<file path="config.mk">
export PLATFORM = sky130hd
export DESIGN_NAME = fifo_reader
export DESIGN_NICKNAME = d
export VERILOG_FILES = /design/src/rtl/fifo_reader.sv
export SDC_FILE = /design/constraint.sdc
export NUM_CORES = 1
export LEC_CHECK = 0
export ABC_AREA = 1
export BUFFER_PORTS_ARGS = -buffer_cell sky130_fd_sc_hd__buf_2
export CAP_MARGIN = 20
export CORE_ASPECT_RATIO = 0.7
export CORE_MARGIN = 10
export CORE_UTILIZATION = 47
export CTS_CLUSTER_SIZE = 8
export DETAILED_ROUTE_END_ITERATION = 12
export PLACE_DENSITY = 0.73
export RECOVER_POWER = 50
export SLEW_MARGIN = 5
export SYNTH_ARGS = -nofsm -noshare
export SYNTH_HDL_FRONTEND = slang
export SYNTH_SLANG_ARGS = --single-unit
</file>
<file path="constraint.sdc">
create_clock -name clk -period 2.07 [get_ports clk]
set_clock_uncertainty 0.2 [all_clocks]
set_input_delay 0.207 -clock clk [delete_from_list [all_inputs] [get_ports clk]]
set_output_delay 0.207 -clock clk [all_outputs]
set_load 0.1 [all_outputs]
</file>
<file path="src/rtl/fifo_reader.sv">
// FIFO read-port to valid/ready stream adapter with a 2-entry skid buffer.
// Optional transfer counter (rd_count) enabled by defining FIFO_READER_CNT_EN.
module fifo_reader #(
    parameter int unsigned WIDTH = 8
) (
    input  logic             clk,
    input  logic             rst_n,
    input  logic             fifo_empty,
    output logic             fifo_rd_en,
    input  logic [WIDTH-1:0] fifo_rd_data,
    output logic             m_valid,
    input  logic             m_ready,
    output logic [WIDTH-1:0] m_data
`ifdef FIFO_READER_CNT_EN
    ,
    output logic [15:0]      rd_count
`endif
);

    localparam int unsigned OCC_W = 2;
    localparam int unsigned SUM_W = 3;
    localparam int unsigned CNT_W = 16;

    logic [OCC_W-1:0] occ_q, occ_d;
    logic             inflight_q;
    logic             run_q;
    logic [WIDTH-1:0] buf0_q, buf0_d;
    logic [WIDTH-1:0] buf1_q, buf1_d;
    logic             pop;
    logic [SUM_W-1:0] fill;
    logic [OCC_W-1:0] wr_idx;

    assign m_valid = (occ_q != '0);
    assign m_data  = buf0_q;
    assign pop     = m_valid && m_ready;

    // Words owned after this cycle's pop: buffered plus the one still in flight.
    assign fill = SUM_W'(occ_q) + SUM_W'(inflight_q) - SUM_W'(pop);

    // run_q holds off reads until the first edge after reset release.
    assign fifo_rd_en = run_q && !fifo_empty && (fill < SUM_W'(2));

    always_comb begin
        buf0_d = buf0_q;
        buf1_d = buf1_q;
        occ_d  = OCC_W'(fill);
        wr_idx = OCC_W'(occ_q - OCC_W'(pop));
        if (pop) begin
            buf0_d = buf1_q;
        end
        if (inflight_q) begin
            if (wr_idx == '0) begin
                buf0_d = fifo_rd_data;
            end else begin
                buf1_d = fifo_rd_data;
            end
        end
    end

    always_ff @(posedge clk or negedge rst_n) begin
        if (!rst_n) begin
            occ_q      <= '0;
            inflight_q <= 1'b0;
            run_q      <= 1'b0;
            buf0_q     <= '0;
            buf1_q     <= '0;
        end else begin
            occ_q      <= occ_d;
            inflight_q <= fifo_rd_en;
            run_q      <= 1'b1;
            buf0_q     <= buf0_d;
            buf1_q     <= buf1_d;
        end
    end

`ifdef FIFO_READER_CNT_EN
    logic [CNT_W-1:0] cnt_q;

    // Free-running transfer count, wraps at 16 bits.
    always_ff @(posedge clk or negedge rst_n) begin
        if (!rst_n) begin
            cnt_q <= '0;
        end else begin
            cnt_q <= cnt_q + CNT_W'(pop);
        end
    end

    assign rd_count = cnt_q;
`endif

endmodule

</file>
==> impl_results.md <==
* Nets at 180
* #FFs+latches synth at 20
* Crit path kind: flop to primary output
* N_diodes at 0
* Initial antenna violation count at 0
* Startpoint Class: flop
* Critical Path RT at 1.66 ns
* Final critical-path required period at 2.65 ns
* GRT Total Usage at 12.7%
* Setup TNS Final at -0.578 ns
* Worst Path Max Fanout at 4
* Clk root buf: clkbuf_4
* # setup viols final at 1
* Crit path DAT at 2.24 ns
* Max-Cap Viols at 0
* WL final at 2690 um
* Area grow syn2layout at 37.9%
* TritonCTS Sinks at 20
* Share of layout cells above drive strength 1 at 27.3%
* Post-DP HPWL at 1790 um
* Min-delay src: m_ready
* Critical Path Sink Type: primary output
* Reg clk slew, reported paths at 0.12 ns
* Mapped Cells at 122
* Register-to-register setup slack at 0.06 ns
* Hold_ws at 0.171 ns
* Setup WS post-layout at -0.578 ns
* Overflow after GRT at 0
* Most common cell after layout, fill and taps aside: nand2_1
* Outcome: finished, violations left
* Drt drc at 0
* Hold EP: occ_q[0]
* Largest net degree at the start of global routing at 21
* Failing checks: setup timing
* Post-route ant nets at 0
* Num CTS Buffers at 3
* I/O pin cnt at 22
* Die H at 58.7 um
* DRT Pass-1 Iters at 5
* Worst-skew pair later-pin latency at 0.31 ns
* Mapped Area at 1010 um^2
* Max Slew Vio Count at 0
* Number of cell rows at 13
* Port bufs at 21
* Die width at 75.3 um
* Maximum root-to-sink buffer count at 2
* Slew of the pin with the lowest slew margin at 1.12 ns
* CTS tree: yes
* Core area at 1940 um^2
* RR Endpoint: inflight_q
* Sequential fraction of the synthesis area at 49.8%
* R2R Path Start: occ_q[1]
* Number of global-route vias before repair at 900
* Yosys Warn Count at 0
* Die area at 4420 um^2
* Vias/cell at 5.12
* Initial DRC count at 99
* Placer congestion estimate at 0.760
* H-tree depth at 1
* Drt wl/cell at 14.4 um
* Final period util at 128%
* First-pass GRT wire length at 4320 um
* Filler Cell Count at 141
* Hold Violations, Final at 0
* Net Count, Synth at 136
* DP Worst Slack at -0.268 ns
* R2R cell count at 6
* Vias at 957
* Avg Cell Area, Syn at 8.25 um^2
* Initial Utilization at 52.0%
* Worst Hold Class: input port to flop
* RSZ-0062 raised after global routing: true
* Hold depth at 5
* Max-slew headroom at the worst pin at 25.1%
* Synth cell types at 17
* Highest clock rate at 378 MHz
* Most frequent cells in the layout: 44 x nand2_1, 24 x nand3_1, 20 x dfrtp_1
## flip-flops by register name (all words and copies together), names as in the netlist
signal      flops
occ_q           2
inflight_q      1
m_data          8
buf1_q          8
run_q           1
## through the flow
step           util [%]  cell area, um^2  cells
6_report           71.7             1390    187
2_1_floorplan         -             1030    122
3_3_place_gp       63.0             1220    171
5_1_grt            71.7             1390    187
4_1_cts            71.8             1390    187
3_5_place_dp       63.0             1220    171
## cell type report
class / instances / area, um^2 / share of cell area [%]
clock inverter: 1 / 30.0 / 2.16
tap: 22 / 27.5 / 1.98
clock buffer: 3 / 22.5 / 1.62
multi-input combinational: 80 / 435 / 31.4
inverter: 20 / 77.6 / 5.59
sequential: 20 / 500 / 36.1
timing repair buffer: 41 / 294 / 21.2
## routing by layer
metal	share of wire (%)	GRT usage, %	routed length (um)
met1	42	15.5	1130
met2	49	21.3	1320
met3	6.5	3.85	175
met4	2.2	3.17	59
met5	0	0	0
## synth_stat cells, drive strengths merged
cell | count | area share, %
buf | 2 | 1.6
dfrtp | 20 | 50
ha | 1 | 1.2
o21ai | 2 | 2.5
xnor2 | 1 | 0.87
nand2 | 48 | 21
inv | 20 | 7.7
fa | 1 | 2.0
nor3 | 1 | 0.50
conb | 1 | 0.37
nand3 | 24 | 12
or2 | 1 | 0.62
## worst max path at each step
stage	startpoint	to	slack, ns	cells after the start
CTS	occ_q[1]	fifo_rd_en	-0.61	7
global placement	occ_q[0]	fifo_rd_en	-0.19	7
finish	occ_q[1]	fifo_rd_en	-0.58	7
global route	occ_q[1]	fifo_rd_en	-0.68	7
floorplan	occ_q[0]	inflight_q	-0.68	6
detailed placement	occ_q[0]	fifo_rd_en	-0.27	7
## kinds of logic (layout without fill, tap and decap cells)
kind of cell,count (synthesis),count (layout),share of synthesized area (%)
AND/OR/NAND/NOR,74,74,34.0
other,1,1,0.373
AO/OA/AOI/OAI,2,2,2.49
adder cells (fa/ha/maj),2,2,3.23
buffers and inverters,22,65,9.33
XOR/XNOR,1,1,0.871
flip-flops,20,20,49.8
## critical path: stages, from the launching register on
cell and delay, ns:
dfrtp_1 0.43, o21ai_4 0.09, or2_1 0.24, nand2_1 0.06, ha_2 0.17, fa_2 0.46, nor3_4 0.25, buf_12 0.21
## repair_timing
| action | in CTS | in global routing |
|---|---|---|
| hold buffers | 10 | 0 |
| pin swaps | 3 | 1 |
| setup buffers | 2 | 0 |
| setup endpoints to repair | 2 | 2 |
| endpoints found under the hold margin | 37 | 0 |
| gates cloned | 0 | 0 |
| resized for setup | 1 | 0 |
Power is not shown: default switching activity piles up to over one toggle a cycle in this logic, so the estimate is an artifact.
